File: src/rtl/w_input_conditioner_if.sv
// Signal bundle between the switch conditioner and the run-detector side.
// The glitch_cnt member exists only when W_GLITCH_CNT_EN is defined.
interface w_input_conditioner_if;
  logic       sw_raw;
  logic       w;
  logic       w_rise;
  logic       w_fall;
  logic       tick;
  logic [1:0] st;
`ifdef W_GLITCH_CNT_EN
  logic [7:0] glitch_cnt;
`endif

  modport master (
    input  sw_raw,
    output w,
    output w_rise,
    output w_fall,
    output tick,
`ifdef W_GLITCH_CNT_EN
    output glitch_cnt,
`endif
    output st
  );

  modport slave (
    output sw_raw,
    input  w,
    input  w_rise,
    input  w_fall,
    input  tick,
`ifdef W_GLITCH_CNT_EN
    input  glitch_cnt,
`endif
    input  st
  );
endinterface

File: src/rtl/w_input_conditioner.sv
// Synchronises, prescale-samples and debounces a raw switch into level w plus edge strobes.
// Optional feature macro: W_GLITCH_CNT_EN adds a saturating aborted-check counter.
module w_input_conditioner #(
  parameter int DIV_W      = 16,
  parameter int DIV_MAX    = 49999,
  parameter int STABLE_CNT = 4
) (
  input logic                    clk,
  input logic                    aclr,
  w_input_conditioner_if.master  bus
);

  typedef enum logic [1:0] {
    LO     = 2'b00,
    CHK_HI = 2'b01,
    HI     = 2'b10,
    CHK_LO = 2'b11
  } state_t;

  localparam logic [DIV_W-1:0] DIV_LAST = DIV_W'(DIV_MAX);
  localparam logic [3:0]       CNT_LAST = 4'(STABLE_CNT - 1);
  localparam bit               ONE_SHOT = (STABLE_CNT == 1);

  logic             s1_r;
  logic             s2_r;
  logic [DIV_W-1:0] div_cnt_r;
  logic             tick_s;
  state_t           state_r;
  state_t           state_n;
  logic [3:0]       cnt_r;
  logic [3:0]       cnt_n;
  logic             abort_s;
  logic             w_rise_r;
  logic             w_fall_r;

  // Two-flop synchroniser for the asynchronous switch level
  always_ff @(posedge clk or negedge aclr) begin
    if (!aclr) begin
      s1_r <= 1'b0;
      s2_r <= 1'b0;
    end else begin
      s1_r <= bus.sw_raw;
      s2_r <= s1_r;
    end
  end

  assign tick_s = (div_cnt_r == DIV_LAST);

  // Free-running prescaler producing the sample tick
  always_ff @(posedge clk or negedge aclr) begin
    if (!aclr) begin
      div_cnt_r <= {DIV_W{1'b0}};
    end else if (tick_s) begin
      div_cnt_r <= {DIV_W{1'b0}};
    end else begin
      div_cnt_r <= div_cnt_r + DIV_W'(1);
    end
  end

  // Debounce state and stability counter registers
  always_ff @(posedge clk or negedge aclr) begin
    if (!aclr) begin
      state_r <= LO;
      cnt_r   <= 4'd0;
    end else begin
      state_r <= state_n;
      cnt_r   <= cnt_n;
    end
  end

  // Next-state logic; only tick cycles may move the FSM
  always_comb begin
    state_n = state_r;
    cnt_n   = cnt_r;
    abort_s = 1'b0;
    if (tick_s) begin
      case (state_r)
        LO: begin
          if (s2_r && ONE_SHOT) begin
            state_n = HI;
            cnt_n   = 4'd0;
          end else if (s2_r) begin
            state_n = CHK_HI;
            cnt_n   = 4'd1;
          end else begin
            state_n = LO;
            cnt_n   = 4'd0;
          end
        end
        CHK_HI: begin
          if (s2_r && (cnt_r == CNT_LAST)) begin
            state_n = HI;
            cnt_n   = 4'd0;
          end else if (s2_r) begin
            cnt_n   = cnt_r + 4'd1;
          end else begin
            state_n = LO;
            cnt_n   = 4'd0;
            abort_s = 1'b1;
          end
        end
        HI: begin
          if (!s2_r && ONE_SHOT) begin
            state_n = LO;
            cnt_n   = 4'd0;
          end else if (!s2_r) begin
            state_n = CHK_LO;
            cnt_n   = 4'd1;
          end else begin
            state_n = HI;
            cnt_n   = 4'd0;
          end
        end
        CHK_LO: begin
          if (!s2_r && (cnt_r == CNT_LAST)) begin
            state_n = LO;
            cnt_n   = 4'd0;
          end else if (!s2_r) begin
            cnt_n   = cnt_r + 4'd1;
          end else begin
            state_n = HI;
            cnt_n   = 4'd0;
            abort_s = 1'b1;
          end
        end
        default: begin
          state_n = LO;
          cnt_n   = 4'd0;
        end
      endcase
    end else begin
      state_n = state_r;
      cnt_n   = cnt_r;
    end
  end

  // Edge strobes line up with the first clk the new w level is visible
  always_ff @(posedge clk or negedge aclr) begin
    if (!aclr) begin
      w_rise_r <= 1'b0;
      w_fall_r <= 1'b0;
    end else begin
      w_rise_r <= state_n[1] & ~state_r[1];
      w_fall_r <= ~state_n[1] & state_r[1];
    end
  end

  assign bus.w      = state_r[1];
  assign bus.w_rise = w_rise_r;
  assign bus.w_fall = w_fall_r;
  assign bus.tick   = tick_s;
  assign bus.st     = state_r;

`ifdef W_GLITCH_CNT_EN
  logic [7:0] glitch_r;

  // Saturating count of aborted stability checks
  always_ff @(posedge clk or negedge aclr) begin
    if (!aclr) begin
      glitch_r <= 8'd0;
    end else if (abort_s && (glitch_r != 8'hFF)) begin
      glitch_r <= glitch_r + 8'd1;
    end else begin
      glitch_r <= glitch_r;
    end
  end

  assign bus.glitch_cnt = glitch_r;
`endif

endmodule

File: src/flat_wrapper.sv
// flat-port wrapper written by rule: the top's interface ports become plain ports
module w_input_conditioner_flat 
#(
  parameter int DIV_W      = 16,
  parameter int DIV_MAX    = 49999,
  parameter int STABLE_CNT = 4
)
  (clk, aclr, bus_sw_raw, bus_w, bus_w_rise, bus_w_fall, bus_tick, bus_st);
  w_input_conditioner_if bus_i ();
  input logic clk;
  input logic aclr;
  input wire logic [$bits(bus_i.sw_raw)-1:0] bus_sw_raw;
  output wire logic [$bits(bus_i.w)-1:0] bus_w;
  output wire logic [$bits(bus_i.w_rise)-1:0] bus_w_rise;
  output wire logic [$bits(bus_i.w_fall)-1:0] bus_w_fall;
  output wire logic [$bits(bus_i.tick)-1:0] bus_tick;
  output wire logic [$bits(bus_i.st)-1:0] bus_st;
  assign bus_i.sw_raw = bus_sw_raw;
  assign bus_w = bus_i.w;
  assign bus_w_rise = bus_i.w_rise;
  assign bus_w_fall = bus_i.w_fall;
  assign bus_tick = bus_i.tick;
  assign bus_st = bus_i.st;
  w_input_conditioner #(.DIV_W(DIV_W), .DIV_MAX(DIV_MAX), .STABLE_CNT(STABLE_CNT)) u_core (.clk(clk), .aclr(aclr), .bus(bus_i));
endmodule
File: config.mk
export PLATFORM = sky130hd
export DESIGN_NAME = w_input_conditioner_flat
export DESIGN_NICKNAME = d
export VERILOG_FILES = /design/src/rtl/w_input_conditioner_if.sv /design/src/rtl/w_input_conditioner.sv /design/src/flat_wrapper.sv
export SDC_FILE = /design/constraint.sdc
export NUM_CORES = 1
export LEC_CHECK = 0
export ABC_CLOCK_PERIOD_IN_PS = 1850
export BUFFER_PORTS_ARGS = -buffer_cell sky130_fd_sc_hd__buf_2
export CAP_MARGIN = 0
export CELL_PAD_IN_SITES_DETAIL_PLACEMENT = 0
export CELL_PAD_IN_SITES_GLOBAL_PLACEMENT = 1
export CORE_UTILIZATION = 40
export DETAILED_ROUTE_END_ITERATION = 10
export PLACE_DENSITY = 0.72
export REMOVE_ABC_BUFFERS = 1
export SLEW_MARGIN = 5
export SYNTH_ARGS = -nofsm -noshare
export SYNTH_HDL_FRONTEND = slang
export SYNTH_SLANG_ARGS = --single-unit
File: constraint.sdc
create_clock -name clk -period 1.85 [get_ports clk]
set_input_delay 0.37 -clock clk [delete_from_list [all_inputs] [get_ports clk]]
set_output_delay 0.37 -clock clk [all_outputs]
set_load 0.02 [all_outputs]
==> metrics.md, run 1 <==
| Metric | Value |
|---|---|
| Initial Utilization | `0.417` |
| Setup ws final | `-0.300 ns` |
| Combinational Power Share | `0.016` |
| RSZ-0062 raised after global routing | `true` |
| R2R Path Start | `u_core.div_cnt_r[13]` |
| ANT cells | `0` |
| CP Capture Type | `output pin` |
| Int Pwr | `0.793 mW` |
| DPL Wire Length | `1.72 mm` |
| Routed WL | `2.50 mm` |
| Fmax | `465 MHz` |
| CTS tree | `yes` |
| Num CTS Buffers | `3` |
| Reg2Reg Depth | `6` |
| Sw Pwr | `0.191 mW` |
| P&R area growth vs syn | `27.7%` |
| Input/output buffers | `8` |
| Via density | `5.01` |
| Fill cell count | `266` |
| Ports | `9` |
| Most frequent cell after synthesis | `dfrtp_1` |
| Post-CTS Hold Buffers | `0` |
| Crit path max fanout | `2` |
| Pre-Repair DR Iteration Count | `4` |
| Initial antenna violation count | `0` |
| Failing checks | `negative setup slack` |
| Die Y | `58.2 µm` |
| Hold/Removal Path Class | `primary input to async pin` |
| Fraction of registers with async set/reset | `1.00` |
| Synthesized area per cell | `11.6 µm²` |
| Ys Warns | `0` |
| Synthesized instance count | `109` |
| GPL Wtd Cong | `0.780` |
| CP arrival | `1.78 ns` |
| Synth top area cells | `dfrtp_1 (52%), xor2_1 (4.9%), xnor2_1 (4.2%), nand3_1 (3.6%), and4_1 (3.5%)` |
| Status | `complete, but fails checks` |
| Die area | `3380 µm²` |
| Clock network fraction of total power | `0.402` |
| Longest Clk Path Bufs | `2` |
| Register bit total from synthesis | `26` |
| Ys flop type | `dfrtp_1` |
| Post-synth top area cell | `dfrtp_1` |
| Final Power | `0.984 mW` |
| Post-synthesis sequential area ratio | `0.516` |
| CTS H-tree lvls | `1` |
| CP Class | `flip-flop to output pin` |
| Synthesized cell area | `1260 µm²` |
| Largest net degree at the start of global routing | `27` |
| Relative slew slack | `0.610` |
| Drc violations | `0` |
| Iteration-0 DRC Markers | `50` |
| Leak Pwr | `0.765 nW` |
| DIE WIDTH | `58.2 µm` |
| Critical Path RT | `1.48 ns` |
| Yosys top cell area share | `0.516` |
| Synth top cells by count | `dfrtp_1 (26), nand3_1 (9), nor2_1 (9)` |
| Crit path launch type | `flip-flop` |
| Nets | `148` |
| Final ANT Viol Nets | `0` |
| Switching share of power | `0.194` |
| Final setup violation count | `15` |
| Worst-margin pin slew | `0.585 ns` |
| Share of cells above drive strength 1 | `0.317` |
| R2R Setup Slk | `-0.18 ns` |
| Max-Cap Viols | `0` |
| Final core area utilization | `0.532` |
| Tmin final | `2.15 ns` |
| Part of the power in registers | `0.582` |
| Final Cycle Share | `1.16` |
| Core ar. | `3030 µm²` |
| Sinks on Clock Net | `26` |
| Cell variety after synth | `36` |
| Row count | `20` |
| Reg2reg end | `u_core.bus.st[1]` |
| Vias | `931` |
| First-pass GRT wire length | `4.14 mm` |
| Number of synthesized flops with an enable pin | `0` |
| Worst-Skew Late Latency | `0.33 ns` |
| Power Density | `611 nW/µm²` |
| Clock Pin Slew Worst Setup and Hold Paths | `0.15 ns` |
| Endpoints failing hold | `0` |
| Total grt overflow | `0` |
| CTS root buffer | `clkbuf_4` |
| Number of global-route vias before repair | `862` |
| GRT Total Usage | `0.164` |
| Clock skew | `0.00818 ns` |
| Max-slew violations | `0` |
| Routed len/inst | `13.4 µm` |
| Worst IR drop on VDD | `420 µV` |
metal layers:
metal | part of all wire | vias up | GRT usage | wire [µm]
li1 | - | 464 | - | -
met1 | 0.51 | 440 | 0.243 | 1270
met2 | 0.44 | 19 | 0.227 | 1090
met3 | 0.027 | 8 | 0.0313 | 68
met4 | 0.027 | 0 | 0.0816 | 68
met5 | 0 | - | 0 | 0
flip-flops by register name, indices dropped and copies added (netlist names):
signal / flops
u_core.div_cnt_r: 16
u_core.cnt_r: 4
u_core.bus.st: 2
u_core.bus.w_fall: 1
u_core.bus.w_rise: 1
u_core.s1_r: 1
u_core.s2_r: 1
worst max-delay path: stages (launching register included):
cell     delay (ns)
dfrtp_1        0.42
or4b_4         0.56
nor4_4         0.29
buf_4          0.19
worst max-delay path by stage:
| stage | start | to | slack, ns | depth (start not counted) |
|---|---|---|---|---|
| floorplan | u_core.div_cnt_r[5] | u_core.bus.st[1] | -0.28 | 4 |
| global placement | u_core.div_cnt_r[5] | u_core.bus.st[1] | 0.02 | 5 |
| detailed placement | u_core.div_cnt_r[5] | u_core.bus.st[1] | -0.02 | 5 |
| CTS | u_core.div_cnt_r[13] | bus_tick | -0.32 | 3 |
| global route | u_core.div_cnt_r[13] | bus_tick | -0.37 | 3 |
| finish | u_core.div_cnt_r[13] | bus_tick | -0.30 | 3 |
through the flow:
stage          worst slack, ns  hold WS [ns]  setup TNS, ns  area [µm²]  std cells
3_5_place_dp           -0.0237         0.349        -0.0431        1480        178
3_3_place_gp            0.0194         0.341              0        1480        178
5_1_grt                 -0.368        0.0301          -2.36        1610        186
2_1_floorplan           -0.283        0.0744          -1.73        1240        107
4_1_cts                 -0.316        0.0285         -0.405        1600        184
6_report                -0.300        0.0150          -1.72        1610        186
power by group through the flow:
stage          registers [mW]  clock network (mW)  logic [mW]
3_5_place_dp            0.583                   0      0.0167
3_3_place_gp            0.583                   0      0.0162
5_1_grt                 0.574               0.428      0.0182
6_report                0.573               0.395      0.0157
2_1_floorplan           0.583                   0     0.00263
4_1_cts                 0.573               0.407      0.0168
placed cells by master, fill, tap and decap left out, drive strengths merged:
cell | Yosys | final
a21o | 2 | 2
a21oi | 1 | 1
and3 | 1 | 1
and4 | 5 | 5
and4b | 1 | 1
buf | 2 | 31
bufinv | 0 | 1
clkbuf | 0 | 3
dfrtp | 26 | 26
ha | 2 | 2
inv | 3 | 3
mux2 | 3 | 3
mux2i | 1 | 1
nand2 | 5 | 5
nand2b | 1 | 1
nand3 | 9 | 9
nand3b | 2 | 2
nand4 | 5 | 5
nand4b | 1 | 1
nor2 | 9 | 9
nor2b | 1 | 1
nor3 | 3 | 3
nor3b | 1 | 1
nor4 | 2 | 2
nor4b | 1 | 1
o21a | 1 | 1
o21ai | 2 | 2
o221ai | 1 | 1
o22ai | 1 | 1
o311ai | 1 | 1
or3 | 1 | 1
or4b | 2 | 2
xnor2 | 6 | 6
xor2 | 7 | 7
cells by family after synthesis:
| kind of cell | share of synthesized area |
|---|---|
| xor gates and xnor gates | 0.0903 |
| and+or+nand+nor | 0.259 |
| muxes | 0.0377 |
| adders and majority gates | 0.0198 |
| AOI/OAI and AO/OA | 0.0536 |
| buffers and inverters | 0.0238 |
| DFF | 0.516 |
cell type report:
class | instances | area [µm²] | share of cell area
tap | 44 | 55.1 | 0.0342
timing repair buffer | 31 | 239 | 0.148
multi-input combinational | 78 | 602 | 0.374
clock inverter | 1 | 30.0 | 0.0186
inverter | 3 | 11.3 | 0.00699
sequential | 26 | 651 | 0.404
clock buffer | 3 | 22.5 | 0.0140
repair_timing:
action | CTS | global route
resized for setup | 8 | 0
setup buffers | 2 | 2
endpoints found under the setup margin | 8 | 13
pin swaps | 4 | 1
(Power assumes the default switching activity.)
==> inputs of run 2 (changes only) <==
--- a/config.mk
+++ b/config.mk
@@ -14,6 +14,7 @@
 export DETAILED_ROUTE_END_ITERATION = 10
 export PLACE_DENSITY = 0.72
 export REMOVE_ABC_BUFFERS = 1
+export SKIP_CTS_REPAIR_TIMING = 1
 export SLEW_MARGIN = 5
 export SYNTH_ARGS = -nofsm -noshare
 export SYNTH_HDL_FRONTEND = slang
==> metrics.md, run 2 (synthesis gave the netlist of run 1 again) <==
| Metric | Value |
|---|---|
| Status | `complete, but fails checks` |
| Failing checks | `negative setup slack` |
| Final Cycle Share | `1.17 (+0.0111)` |
| Via density | `5.00 (-0.11%)` |
| Longest Clk Path Bufs | `2 (unchanged)` |
| Hold/Removal Path Class | `primary input to async pin` |
| ANT cells | `0 (unchanged)` |
| Most common cell after layout, fill and taps aside | `dfrtp_1` |
| Int Pwr | `0.793 mW (about the same)` |
| Crit path max fanout | `2 (unchanged)` |
| Placed insts | `178 (unchanged)` |
| Vias | `910 (-2.3%)` |
| DPL Wire Length | `1.72 mm (unchanged)` |
| Final Instance Area | `1570 µm² (-2.6%)` |
| Initial antenna violation count | `0 (unchanged)` |
| Combinational Power Share | `0.016 (about the same)` |
| Power Density | `627 nW/µm² (+2.6%)` |
| Non-filler cells, final | `182 (-2.2%)` |
| Worst-margin pin slew | `0.577 ns (-0.00811 ns)` |
| P&R area growth vs syn | `24.3%` |
| Routed len/inst | `13.2 µm (-1.4%)` |
| Max-Cap Viols | `0 (unchanged)` |
| Die Y | `58.2 µm (unchanged)` |
| Switching share of power | `0.194 (-0.000674)` |
| Clock skew | `0.00557 ns (-0.00261 ns)` |
| Fmax | `461 MHz (-0.94%)` |
| Critical Path RT | `1.48 ns (about the same)` |
| Top reg by flops | `u_core.div_cnt_r` |
| Total grt overflow | `0 (unchanged)` |
| DP Area | `1480 µm² (unchanged)` |
| Reg2reg end | `u_core.bus.st[1]` |
| Setup ws final | `-0.321 ns (-0.0205 ns)` |
| GPL Wtd Cong | `0.780 (unchanged)` |
| Worst-Skew Late Latency | `0.33 ns (about the same)` |
| RSZ-0062 raised after global routing | `true` |
| Pre-Repair DR Iteration Count | `4 (unchanged)` |
| Fill cell count | `269 (+1.1%)` |
| Max-slew violations | `0 (unchanged)` |
| CTS tree | `yes` |
| Input/output buffers | `8 (unchanged)` |
| CP arrival | `1.80 ns (+0.02 ns)` |
| Num CTS Buffers | `3 (unchanged)` |
| Number of global-route vias before repair | `837 (-2.9%)` |
| Drc violations | `0 (unchanged)` |
| Die area | `3380 µm² (unchanged)` |
| Worst IR drop on VDD | `478 µV (+14%)` |
| Crit path launch type | `flip-flop` |
| R2R Setup Slk | `-0.06 ns (+0.12 ns)` |
| Endpoints failing hold | `0 (unchanged)` |
| Clock Pin Slew Worst Setup and Hold Paths | `0.15 ns (about the same)` |
| Sinks on Clock Net | `26 (unchanged)` |
| Ports | `9 (unchanged)` |
| Sw Pwr | `0.190 mW (-0.43%)` |
| First-pass GRT wire length | `3.93 mm (-5.0%)` |
| Setup TNS | `-0.401 ns (+1.32 ns)` |
| Area occupied by multi-input gates | `602 µm² (unchanged)` |
| CTS H-tree lvls | `1 (unchanged)` |
| Part of the power in registers | `0.583 (about the same)` |
| Final setup violation count | `5 (-10)` |
| Reg2Reg Depth | `5 (-1)` |
| Final ANT Viol Nets | `0 (unchanged)` |
| Share of cells above drive strength 1 | `0.297 (-0.0198)` |
| R2R Path Start | `u_core.div_cnt_r[11]` |
| Routed WL | `2.41 mm (-3.6%)` |
| Most frequent cells in the layout | `dfrtp_1 (26), buf_4 (17), nand3_1 (9), nor2_1 (9)` |
| Largest net degree at the start of global routing | `27 (unchanged)` |
| Clock network fraction of total power | `0.401 (about the same)` |
| Nets | `144 (-2.7%)` |
| CP Capture Type | `output pin` |
| Tmin final | `2.17 ns (+0.0205 ns)` |
| Core ar. | `3030 µm² (unchanged)` |
| Relative slew slack | `0.615 (+0.00541)` |
| Crit path launch | `u_core.div_cnt_r[13]` |
| Seq. cell area | `651 µm² (unchanged)` |
| Max FFs per register | `16 (unchanged)` |
| Iteration-0 DRC Markers | `38 (-24%)` |
| Leak Pwr | `0.744 nW (-2.8%)` |
| Final Power | `0.983 mW (about the same)` |
| DIE WIDTH | `58.2 µm (unchanged)` |
| Initial Utilization | `0.417 (unchanged)` |
| Row count | `20 (unchanged)` |
| CTS root buffer | `clkbuf_4` |
| GRT Total Usage | `0.155 (-0.00851)` |
| CP Class | `flip-flop to output pin` |
## run 2: changes by cell type in the layout (fill, tap and decap cells not counted)
| cell | before | now |
|---|---|---|
| o21ai_0 | 2 | 1 |
| o21ai_1 | 0 | 1 |
| buf_4 | 20 | 17 |
| buf_12 | 1 | 0 |
## run 2: worst max path at each step
stage / endpoint
after global routing: bus_tick
after floorplan: u_core.bus.st[1]
final: bus_tick
after detailed placement: u_core.bus.st[1]
after CTS: bus_tick
after global placement: u_core.bus.st[1]
## run 2: per-stage QoR
stage | setup slack (ns) | utilization | hold WS, ns
floorplan | -0.283 | - | 0.0744
global placement | 0.0194 | 0.489 | 0.341
detailed placement | -0.0237 | 0.489 | 0.349
CTS | -0.391 | 0.506 | 0.0285
global route | -0.374 | 0.518 | 0.0290
finish | -0.321 | 0.518 | 0.0149
## run 2: cell type report
class,instances,area share
clock inverters,1,0.0192
multi-input cells,78,0.384
clock buffers,3,0.0144
repair buffers,27,0.125
inverters,3,0.00718
well taps,44,0.0351
flip-flops and latches,26,0.415
## run 2: power by group through the flow
| stage | logic [mW] | clock network [mW] | registers (mW) |
|---|---|---|---|
| 4_1_cts | 0.0167 | 0.407 | 0.573 |
| 2_1_floorplan | 0.00263 | 0 | 0.583 |
| 5_1_grt | 0.0182 | 0.428 | 0.574 |
| 6_report | 0.0154 | 0.394 | 0.573 |
| 3_3_place_gp | 0.0162 | 0 | 0.583 |
| 3_5_place_dp | 0.0167 | 0 | 0.583 |
## run 2: routing by layer
metal / share of wire / track usage
met3: 0.021 / 0.0268
met5: 0 / 0
met4: 0.016 / 0.0612
met1: 0.52 / 0.240
met2: 0.44 / 0.213
## run 2: critical path: stages (launching register included)
cell,delay (ns)
dfrtp_1,0.42
or4b_4,0.58
nor4_4,0.29
buf_4,0.19
==> inputs of run 3 (changes only) <==
--- a/config.mk
+++ b/config.mk
@@ -15,6 +15,7 @@
 export PLACE_DENSITY = 0.72
 export REMOVE_ABC_BUFFERS = 1
 export SKIP_CTS_REPAIR_TIMING = 1
+export SKIP_LAST_GASP = 1
 export SLEW_MARGIN = 5
 export SYNTH_ARGS = -nofsm -noshare
 export SYNTH_HDL_FRONTEND = slang
==> metrics.md, run 3 (synthesis gave the netlist of run 1 again) <==
| Metric | Value |
|---|---|
| Status | `complete, but fails checks` |
| Failing checks | `negative setup slack` |
| Via density | `4.95 (-1.1%)` |
| Die Y | `58.2 µm (unchanged)` |
| P&R area growth vs syn | `23.0%` |
| Routed WL | `2.39 mm (-0.71%)` |
| Die area | `3380 µm² (unchanged)` |
| First-pass GRT wire length | `3.93 mm (unchanged)` |
| Longest Clk Path Bufs | `2 (unchanged)` |
| Relative slew slack | `0.613 (-0.00211)` |
| Critical Path RT | `1.48 ns (about the same)` |
| Clock skew | `0.00764 ns (+0.00207 ns)` |
| ANT cells | `0 (unchanged)` |
| Most frequent cells in the layout | `dfrtp_1 (26), buf_4 (18), nand3_1 (9), nor2_1 (9)` |
| Worst-Skew Late Latency | `0.32 ns (about the same)` |
| CTS root buffer | `clkbuf_4` |
| Pre-CTS worst setup slack | `-0.0237 ns (unchanged)` |
| Seq. cell area | `651 µm² (unchanged)` |
| Area occupied by multi-input gates | `589 µm² (-2.1%)` |
| Share of cells above drive strength 1 | `0.290 (-0.00725)` |
| Crit path max fanout | `2 (unchanged)` |
| Clock Pin Slew Worst Setup and Hold Paths | `0.15 ns (about the same)` |
| Worst IR drop on VDD | `475 µV (-0.65%)` |
| R2R Setup Slk | `-0.05 ns (about the same)` |
| CP Class | `flip-flop to output pin` |
| Max FFs per register | `16 (unchanged)` |
| Final Instance Area | `1550 µm² (-1.0%)` |
| Final setup violation count | `7 (+2)` |
| R2R Path Start | `u_core.div_cnt_r[11]` |
| CTS H-tree lvls | `1 (unchanged)` |
| Row count | `20 (unchanged)` |
| Setup ws final | `-0.318 ns (+0.00309 ns)` |
| Initial antenna violation count | `0 (unchanged)` |
| Reg2Reg Depth | `5 (unchanged)` |
| Input/output buffers | `8 (unchanged)` |
| Drc violations | `0 (unchanged)` |
| Hold/Removal Path Class | `primary input to async pin` |
| Power Density | `632 nW/µm² (+0.75%)` |
| Sinks on Clock Net | `26 (unchanged)` |
| GRT Total Usage | `0.155 (unchanged)` |
| Final ANT Viol Nets | `0 (unchanged)` |
| Iteration-0 DRC Markers | `45 (+18%)` |
| Ports | `9 (unchanged)` |
| Crit path launch type | `flip-flop` |
| Number of global-route vias before repair | `837 (unchanged)` |
| DPL Wire Length | `1.72 mm (unchanged)` |
| CP arrival | `1.80 ns (about the same)` |
| DIE WIDTH | `58.2 µm (unchanged)` |
| Leak Pwr | `0.741 nW (-0.40%)` |
| Tmin final | `2.17 ns (-0.00309 ns)` |
| Pre-Repair DR Iteration Count | `4 (unchanged)` |
| Max-Cap Viols | `0 (unchanged)` |
| Core ar. | `3030 µm² (unchanged)` |
| CP Capture Type | `output pin` |
| Most common cell after layout, fill and taps aside | `dfrtp_1` |
| Endpoints failing hold | `0 (unchanged)` |
| Final Cycle Share | `1.17 (-0.00167)` |
| GPL Wtd Cong | `0.780 (unchanged)` |
| Fmax | `461 MHz (+0.14%)` |
| Num CTS Buffers | `3 (unchanged)` |
| Fill cell count | `273 (+1.5%)` |
| Max-slew violations | `0 (unchanged)` |
| DP Area | `1480 µm² (unchanged)` |
| Worst-margin pin slew | `0.580 ns (+0.00316 ns)` |
| Vias | `900 (-1.1%)` |
| Routed len/inst | `13.1 µm (-0.71%)` |
| CTS tree | `yes` |
| Initial Utilization | `0.417 (unchanged)` |
| Total grt overflow | `0 (unchanged)` |
| Top reg by flops | `u_core.div_cnt_r` |
| Largest net degree at the start of global routing | `27 (unchanged)` |
| Nets | `144 (unchanged)` |
| Reg2reg end | `u_core.bus.st[1]` |
| RSZ-0062 raised after global routing | `true` |
[run 3: how the worst max path moves through the flow]
| stage | endpoint | from | cells past startpoint |
|---|---|---|---|
| after floorplan | u_core.bus.st[1] | u_core.div_cnt_r[5] | 4 |
| final | bus_tick | u_core.div_cnt_r[13] | 3 |
| after global routing | bus_tick | u_core.div_cnt_r[13] | 3 |
| after detailed placement | u_core.bus.st[1] | u_core.div_cnt_r[5] | 5 |
| after global placement | u_core.bus.st[1] | u_core.div_cnt_r[5] | 5 |
| after CTS | bus_tick | u_core.div_cnt_r[5] | 3 |
[run 3: where the power goes]
part           total, mW  internal [mW]  switching (mW)
Clock              0.392          0.219           0.173
Combinational     0.0154        0.00281          0.0126
Sequential         0.573          0.571         0.00215
[run 3: layout make-up]
| cell class | instances | share of cell area |
|---|---|---|
| inverter | 3 | 0.00726 |
| tap | 44 | 0.0355 |
| clock buffer | 3 | 0.0145 |
| sequential | 26 | 0.419 |
| multi-input combinational | 78 | 0.380 |
| clock inverter | 1 | 0.0194 |
| timing repair buffer | 27 | 0.124 |
[run 3: per-stage QoR]
stage	hold slack, ns	setup TNS [ns]	total power, mW	util	std cells
5_1_grt	0.0290	-0.944	1.02	0.512	182
6_report	0.0172	-0.447	0.980	0.512	182
4_1_cts	0.0285	-0.606	0.997	0.506	182
2_1_floorplan	0.0744	-1.73	0.586	-	107
3_5_place_dp	0.349	-0.0431	0.600	0.489	178
3_3_place_gp	0.341	0	0.600	0.489	178
[run 3: critical path, cell delays in order, from the launching register on]
cell	delay, ns
dfrtp_1	0.42
or4b_4	0.58
nor4_4	0.29
buf_4	0.19
[run 3: routing by layer]
metal | track usage | vias to the layer above | routed length [µm]
li1 | - | 456 | -
met1 | 0.240 | 428 | 1280
met2 | 0.213 | 12 | 1020
met3 | 0.0268 | 4 | 49
met4 | 0.0612 | 0 | 39
met5 | 0 | - | 0
